`config.mk`:
```
export PLATFORM = sky130hd
export DESIGN_NAME = rhd_spi_master
export DESIGN_NICKNAME = d
export VERILOG_FILES = /design/src/rtl/rhd_pkg.sv /design/src/rtl/rhd_sclk_timer.sv /design/src/rtl/rhd_spi_master.sv
export SDC_FILE = /design/constraint.sdc
export NUM_CORES = 1
export LEC_CHECK = 0
export CAP_MARGIN = 20
export CORE_MARGIN = 8
export CORE_UTILIZATION = 54
export DETAILED_ROUTE_END_ITERATION = 8
export PLACE_DENSITY = 0.84
export RECOVER_POWER = 50
export SLEW_MARGIN = 15
export SYNTH_ARGS = -nofsm -noshare
export SYNTH_HDL_FRONTEND = slang
export SYNTH_SLANG_ARGS = --single-unit
```
`constraint.sdc`:
```
create_clock -name clk -period 6.45 [get_ports clk]
set_clock_uncertainty 0.15 [all_clocks]
set_input_delay 1.935 -clock clk [delete_from_list [all_inputs] [get_ports clk]]
set_output_delay 1.935 -clock clk [all_outputs]
set_load 0.01 [all_outputs]
```
`src/rtl/rhd_pkg.sv`:
```
// Shared types and constants for the RHD headstage SPI link.
package rhd_pkg;

    localparam int RHD_FRAME_BITS  = 16;
    localparam int RHD_NUM_STREAMS = 2;
    localparam int RHD_BIT_W       = $clog2(RHD_FRAME_BITS);

    typedef enum logic [2:0] {
        ST_IDLE,
        ST_CS_SETUP,
        ST_SHIFT,
        ST_CS_HOLD,
        ST_CS_GAP
    } rhd_state_e;

    function automatic int rhd_max(input int a, input int b);
        return (a > b) ? a : b;
    endfunction

endpackage

```
`src/rtl/rhd_sclk_timer.sv`:
```
// SCLK generator: phase counter within one SCLK period plus the strobes the
// frame FSM needs. Phase 0 is the first SCLK-high cycle of a period.
module rhd_sclk_timer #(
    parameter int HALF_PERIOD     = 4,
    parameter int SAMPLE_A_OFFSET = 7,
    parameter int SAMPLE_B_OFFSET = 3
) (
    input  logic clk,
    input  logic rstn,
    input  logic start_i,
    input  logic last_i,
    output logic sclk_o,
    output logic fall_o,
    output logic period_end_o,
    output logic sample_a_o,
    output logic sample_b_o
);
    localparam int PERIOD = 2 * HALF_PERIOD;
    localparam int PH_W   = $clog2(PERIOD);

    logic [PH_W-1:0] phase_q;
    logic            active_q;
    logic            sclk_q;
    logic            phase_last;

    assign phase_last = (phase_q == PH_W'(PERIOD - 1));

    always_ff @(posedge clk or negedge rstn) begin
        if (!rstn) begin
            phase_q  <= '0;
            active_q <= 1'b0;
            sclk_q   <= 1'b0;
        end else if (start_i) begin
            phase_q  <= '0;
            active_q <= 1'b1;
            sclk_q   <= 1'b1;
        end else if (active_q) begin
            if (phase_last) begin
                phase_q <= '0;
                // Stopping after the final period keeps SCLK low on exit.
                if (last_i) begin
                    active_q <= 1'b0;
                    sclk_q   <= 1'b0;
                end else begin
                    sclk_q   <= 1'b1;
                end
            end else begin
                phase_q <= phase_q + PH_W'(1);
                sclk_q  <= (phase_q < PH_W'(HALF_PERIOD - 1));
            end
        end
    end

    assign sclk_o       = sclk_q;
    assign fall_o       = active_q && (phase_q == PH_W'(HALF_PERIOD));
    assign period_end_o = active_q && phase_last;
    assign sample_a_o   = active_q && (phase_q == PH_W'(SAMPLE_A_OFFSET));
    assign sample_b_o   = active_q && (phase_q == PH_W'(SAMPLE_B_OFFSET));

endmodule

```
`src/rtl/rhd_spi_master.sv`:
```
// Host-side SPI master: sends one 16-bit command per frame and captures two
// interleaved 16-bit result words (A and B) from MISO.
module rhd_spi_master
    import rhd_pkg::*;
#(
    parameter int HALF_PERIOD     = 4,
    parameter int SAMPLE_A_OFFSET = 7,
    parameter int SAMPLE_B_OFFSET = 3,
    parameter int CS_SETUP_CYCLES = 2,
    parameter int CS_HOLD_CYCLES  = 2,
    parameter int CS_GAP_CYCLES   = 4
) (
    input  logic                      clk,
    input  logic                      rstn,
    input  logic                      cmd_valid,
    input  logic [RHD_FRAME_BITS-1:0] cmd_data,
    output logic                      cmd_ready,
    output logic                      CS,
    output logic                      SCLK,
    output logic                      MOSI,
    input  logic                      MISO,
    output logic                      rx_valid,
    output logic [RHD_FRAME_BITS-1:0] rx_data_a,
    output logic [RHD_FRAME_BITS-1:0] rx_data_b,
    output logic                      busy
);
    localparam int CNT_MAX = rhd_max(CS_SETUP_CYCLES, rhd_max(CS_HOLD_CYCLES - 1, CS_GAP_CYCLES - 1));
    localparam int CNT_W   = (CNT_MAX < 1) ? 1 : $clog2(CNT_MAX + 1);

    rhd_state_e                state_q;
    logic [CNT_W-1:0]          cnt_q;
    logic [RHD_BIT_W-1:0]      bit_q;
    logic [RHD_FRAME_BITS-1:0] cmd_sh_q;
    logic [RHD_FRAME_BITS-1:0] rx_a_sh_q;
    logic [RHD_FRAME_BITS-1:0] rx_b_sh_q;
    logic                      cs_q;
    logic                      mosi_q;
    logic                      rx_valid_q;
    logic [RHD_FRAME_BITS-1:0] rx_a_q;
    logic [RHD_FRAME_BITS-1:0] rx_b_q;

    logic tmr_start, tmr_fall, tmr_period_end, tmr_sample_a, tmr_sample_b;

    // The accept cycle already drives CS low with MSB on MOSI, so setup ends
    // one count later than CS_SETUP_CYCLES-1 to give 1+setup cycles before SCLK.
    assign tmr_start = (state_q == ST_CS_SETUP) && (cnt_q == CNT_W'(CS_SETUP_CYCLES));

    rhd_sclk_timer #(
        .HALF_PERIOD    (HALF_PERIOD),
        .SAMPLE_A_OFFSET(SAMPLE_A_OFFSET),
        .SAMPLE_B_OFFSET(SAMPLE_B_OFFSET)
    ) u_timer (
        .clk         (clk),
        .rstn        (rstn),
        .start_i     (tmr_start),
        .last_i      (bit_q == '0),
        .sclk_o      (SCLK),
        .fall_o      (tmr_fall),
        .period_end_o(tmr_period_end),
        .sample_a_o  (tmr_sample_a),
        .sample_b_o  (tmr_sample_b)
    );

    always_ff @(posedge clk or negedge rstn) begin
        if (!rstn) begin
            state_q    <= ST_IDLE;
            cnt_q      <= '0;
            bit_q      <= '0;
            cmd_sh_q   <= '0;
            rx_a_sh_q  <= '0;
            rx_b_sh_q  <= '0;
            cs_q       <= 1'b1;
            mosi_q     <= 1'b0;
            rx_valid_q <= 1'b0;
            rx_a_q     <= '0;
            rx_b_q     <= '0;
        end else begin
            rx_valid_q <= 1'b0;
            case (state_q)
                ST_IDLE: begin
                    if (cmd_valid) begin
                        cmd_sh_q <= cmd_data;
                        cs_q     <= 1'b0;
                        mosi_q   <= cmd_data[RHD_FRAME_BITS-1];
                        cnt_q    <= '0;
                        state_q  <= ST_CS_SETUP;
                    end
                end
                ST_CS_SETUP: begin
                    if (tmr_start) begin
                        bit_q   <= RHD_BIT_W'(RHD_FRAME_BITS - 1);
                        cnt_q   <= '0;
                        state_q <= ST_SHIFT;
                    end else begin
                        cnt_q <= cnt_q + CNT_W'(1);
                    end
                end
                ST_SHIFT: begin
                    if (tmr_sample_a) rx_a_sh_q[bit_q] <= MISO;
                    if (tmr_sample_b) rx_b_sh_q[bit_q] <= MISO;
                    if (tmr_fall && (bit_q != '0)) mosi_q <= cmd_sh_q[bit_q - RHD_BIT_W'(1)];
                    if (tmr_period_end) begin
                        if (bit_q == '0) begin
                            cnt_q   <= '0;
                            state_q <= ST_CS_HOLD;
                        end else begin
                            bit_q <= bit_q - RHD_BIT_W'(1);
                        end
                    end
                end
                ST_CS_HOLD: begin
                    if (cnt_q == CNT_W'(CS_HOLD_CYCLES - 1)) begin
                        cs_q       <= 1'b1;
                        mosi_q     <= 1'b0;
                        rx_a_q     <= rx_a_sh_q;
                        rx_b_q     <= rx_b_sh_q;
                        rx_valid_q <= 1'b1;
                        cnt_q      <= '0;
                        state_q    <= ST_CS_GAP;
                    end else begin
                        cnt_q <= cnt_q + CNT_W'(1);
                    end
                end
                ST_CS_GAP: begin
                    if (cnt_q == CNT_W'(CS_GAP_CYCLES - 1)) begin
                        cnt_q   <= '0;
                        state_q <= ST_IDLE;
                    end else begin
                        cnt_q <= cnt_q + CNT_W'(1);
                    end
                end
                default: state_q <= ST_IDLE;
            endcase
        end
    end

    assign cmd_ready = (state_q == ST_IDLE);
    assign busy      = (state_q != ST_IDLE);
    assign CS        = cs_q;
    assign MOSI      = mosi_q;
    assign rx_valid  = rx_valid_q;
    assign rx_data_a = rx_a_q;
    assign rx_data_b = rx_b_q;

endmodule
```
==> results.rst <==
.. list-table::
   :header-rows: 1

   * - Metric
     - Value
   * - Final-layout fill cell count
     - 645
   * - Crit path max-delay family
     - buffers and inverters
   * - Synth top area cells
     - sky130_fd_sc_hd__dfrtp_1 54%, sky130_fd_sc_hd__mux2_2 20%, sky130_fd_sc_hd__nand3_1 3.5%
   * - Vias in the first global route
     - 2880
   * - Total of hold buffers inserted after clock tree synthesis
     - 0
   * - Post-synthesis instance total
     - 354
   * - Run status
     - finished with violations
   * - Post-synth design cell area
     - 4471 um^2
   * - Total setup violations reported at the end of the flow
     - 0
   * - Initial antenna violation count
     - 0
   * - Non-Filler Instances
     - 507
   * - GR Layer Usage met1
     - 0.1950
   * - Critical path endpoint category
     - asynchronous set/reset pin
   * - Total number of vias
     - 2823
   * - Category of the most critical setup path
     - in2async
   * - Routability-driven placement congestion ratio
     - 0.7882
   * - Number of buffer and inverter instances along the worst setup path
     - 2
   * - Seq cells post-synth
     - 97
   * - Highest Clock Rate
     - 0.2403 GHz
   * - Antenna diode count
     - 0
   * - Wire length of the first global-routing pass
     - 14.01 mm
   * - Largest net degree at the start of global routing
     - 53
   * - Post-DRT Antenna Nets
     - 0
   * - Post-detailed-placement cell area
     - 5040 um^2
   * - Part of the power in registers
     - 0.607
   * - Root buffer cell
     - sky130_fd_sc_hd__clkbuf_8
   * - Met3 track utilization from global routing
     - 0.04559
   * - Total Neg Setup Slack
     - 0 ns
   * - Number of placed instances with taps included
     - a little under 500
   * - Combinational Power Share
     - 0.035
   * - VDD IR-drop max
     - 93.20 uV
   * - Least-Margin Pin Slew
     - about 2.5 ns
   * - Nature of the critical path startpoint
     - input pin
   * - Port buffer count
     - 57
   * - Clock latency on the worst-skew pair
     - 0.37 ns
   * - Number of enable flip-flop cells after synthesis
     - 0
   * - Biggest fanout along the worst timing path
     - 52
   * - Clock-pin slew on the worst setup and hold paths
     - roughly 0.10 ns
   * - Max Cap Violations
     - 2
   * - Number of slew-limit violations in the final report
     - 82
   * - Final count of hold timing violations
     - 0
   * - Pint
     - 786.5 uW
   * - Static leakage
     - 0.002332 uW
   * - TritonRoute pass-1 iters
     - 4
   * - CTS Buf Count
     - 9
   * - Max Root-Sink Buffers
     - 2
   * - Maximum level of the CTS H-tree
     - 3
   * - Power Density
     - around 200 nW/um^2
   * - Number of ports placed on the die boundary
     - 58
   * - Part of the cycle the worst path needs
     - 0.6452
   * - Final Total Pwr
     - 1027 uW
   * - Final hold slack
     - roughly 0.34 ns
   * - Post-DR vias/cell
     - 5.568
   * - Die Span X
     - 107.0 um
   * - GR met2 Demand/Resource
     - 0.2376
   * - Most instantiated library cell after synthesis
     - sky130_fd_sc_hd__dfrtp_1
   * - FFs w/ async S/R, synth
     - 1.000
   * - Setup repair after global routing missed its margin
     - no
   * - Area growth from synthesis to final layout
     - 16.51%
   * - Std-Cell Core Area
     - 8134 um^2
   * - Avg WL per Cell
     - 16.18 um
   * - Overall track demand over capacity in global routing
     - 0.1527
   * - Mapped Nets
     - roughly 390
   * - Most instantiated cells after synthesis
     - 96 x sky130_fd_sc_hd__dfrtp_1, 79 x sky130_fd_sc_hd__mux2_2, 31 x sky130_fd_sc_hd__nand3_1, 19 x sky130_fd_sc_hd__nor2_1, 14 x sky130_fd_sc_hd__nand2_1
   * - CTS tree
     - built
   * - CTS Sinks
     - 97
   * - Switching power of the nets
     - 240.1 uW
   * - Drt first-iter violations
     - 96
   * - Layer with the highest usage after global routing
     - met2
   * - Number of placement rows
     - 33
   * - Fin crit period
     - 4.161 ns
   * - Die outline area
     - 11450 um^2
   * - Post-detailed-route DRC marker count
     - 0
   * - Total grt overflow
     - 0
   * - Max_slew headroom
     - -0.6484
   * - Part of the Yosys area used for sequential elements
     - 0.5432
   * - Die H
     - about 110 um
   * - Failing checks
     - capacitance limit, slew limit
   * - Most used DFF post-synth
     - sky130_fd_sc_hd__dfrtp_1
   * - Detailed-route wire length
     - 8.203 mm
   * - Unique cell type count in the Yosys netlist
     - between 40 and 50
   * - Proportion of power drawn by the clock network
     - 0.359
   * - Worst min path class
     - reg2reg
   * - Initial core utilization
     - 0.5496
   * - Net count reported at finish
     - 429
   * - Reg-to-reg slack, setup
     - between 3 and 4 ns
   * - Crit-path max cell delay
     - between 1.5 and 2 ns
   * - Dpl hpwl
     - 5.682 mm
   * - Net Sw Frac
     - 0.2339
   * - Ys Warns
     - 0
   * - Mean cell area of the mapped netlist
     - 12.63 um^2
   * - Required time worst endpoint
     - 6.76 ns
   * - Worst path cell trace
     - clkbuf_1 > buf_4
   * - Postcts setup bufs
     - 0
   * - Layout Cell Area excl Fill
     - 5209 um^2
   * - Slowest cell on the critical path
     - sky130_fd_sc_hd__clkbuf_1
   * - Signal arrival time at the worst endpoint
     - 4.47 ns
   * - Area share of the leading cell type in the synthesized netlist
     - 0.5374
   * - Post-synth top area cell
     - sky130_fd_sc_hd__dfrtp_1
   * - Post-cts sizing count
     - 0
   * - Share of layout cells above drive strength 1
     - 0.2662
-- routing by layer --
metal / wire length (um) / vias to the layer above
li1: - / 1330
met1: 3759 / 1418
met2: 3856 / 65
met3: 453 / 10
met4: 133 / 0
met5: 0 / -
-- flip-flops by register name (all words and copies together) (netlist names) --
name              cells
u_timer.active_q      1
rx_data_b            16
rx_b_sh_q            16
cmd_sh_q             16
bit_q                 4
cnt_q                 2
rx_a_sh_q            16
u_timer.phase_q       3
CS                    1
u_timer.sclk_o        1
state_q               3
rx_valid              1
rx_data_a            16
MOSI                  1
-- path summary, 6_finish.rpt --
check	from	to	cells past startpoint
max	rstn	rx_a_sh_q[11]$_DFFE_PN0P_	2
min	rx_a_sh_q[2]$_DFFE_PN0P_	rx_data_a[2]$_DFFE_PN0P_	1
max reg2reg	cnt_q[0]$_DFFE_PN0P_	rx_data_a[3]$_DFFE_PN0P_	6
min reg2reg	rx_a_sh_q[2]$_DFFE_PN0P_	rx_data_a[2]$_DFFE_PN0P_	1
max in group clk	state_q[1]$_DFFE_PN0P_	cmd_ready	2
min in group asynchronous	rstn	rx_valid$_DFF_PN0_	1
-- worst reg2reg max path, stage by stage (launching register included) --
cell                       delay [ns]
sky130_fd_sc_hd__dfrtp_1         0.43
sky130_fd_sc_hd__ha_1            0.27
sky130_fd_sc_hd__nand2_1         0.10
sky130_fd_sc_hd__nor2_1          0.06
sky130_fd_sc_hd__nand2_1         0.09
sky130_fd_sc_hd__clkbuf_1        1.33
sky130_fd_sc_hd__mux2_2          0.47
-- cell families (layout without fill, tap and decap cells) --
kind of cell	Yosys count	after routing	share of synthesized area
buffers and inverters	37	85	0.04086
and+or+nand+nor	87	87	0.09936
AOI/OAI and AO/OA	30	30	0.04282
DFF	97	97	0.5432
xor gates and xnor gates	2	2	0.003919
adders and majority gates	12	12	0.03358
muxes	89	89	0.2362
-- cells in the final DEF, fill, tap and decap left out, drive strengths merged, types with 2 or more instances in the layout --
| cell | synthesis | final |
|---|---|---|
| inv | 10 | 10 |
| o211ai | 2 | 2 |
| or3b | 3 | 3 |
| and4 | 2 | 2 |
| ha | 12 | 12 |
| dfrtp | 96 | 96 |
| nand2 | 14 | 14 |
| mux2i | 2 | 2 |
| o21ai | 11 | 11 |
| clkinv | 0 | 5 |
| clkdlybuf4s50 | 0 | 55 |
| nor2b | 2 | 2 |
| a21oi | 7 | 7 |
| nor3 | 3 | 3 |
| clkbuf | 9 | 12 |
| nand2b | 2 | 2 |
| nand3 | 31 | 31 |
| mux2 | 82 | 82 |
| nor3b | 3 | 3 |
| and2 | 4 | 4 |
| nor2 | 19 | 19 |
| o221ai | 3 | 3 |
| mux4 | 5 | 5 |
-- power groups by stage --
stage,Sequential (uW),Combinational (uW),Clock [uW]
2_1_floorplan,633,11.0,0
3_3_place_gp,635,36.1,0
3_5_place_dp,635,37.3,0
4_1_cts,623,37.5,373
5_1_grt,624,40.7,398
6_report,623,35.5,368
-- area by class of cell --
class / instances / area, um^2 / area share
Clock buffer: 10 / 137.6 / 0.02642
Clock inverter: 6 / 43.79 / 0.008407
Inverter: 10 / 37.54 / 0.007206
Multi-Input combinational cell: 220 / 1854 / 0.3560
Sequential cell: 97 / 2429 / 0.4663
Tap cell: 105 / 131.4 / 0.02522
Timing Repair Buffer: 59 / 575.6 / 0.1105
-- per-stage QoR --
stage | setup slack, ns | utilization
3_3_place_gp | 2.705 | 0.6196
5_1_grt | 1.639 | 0.6404
4_1_cts | 2.415 | 0.6419
2_1_floorplan | 3.269 | -
6_report | 2.289 | 0.6404
3_5_place_dp | 2.636 | 0.6196
No activity file was read; power rests on OpenSTA's default activity.
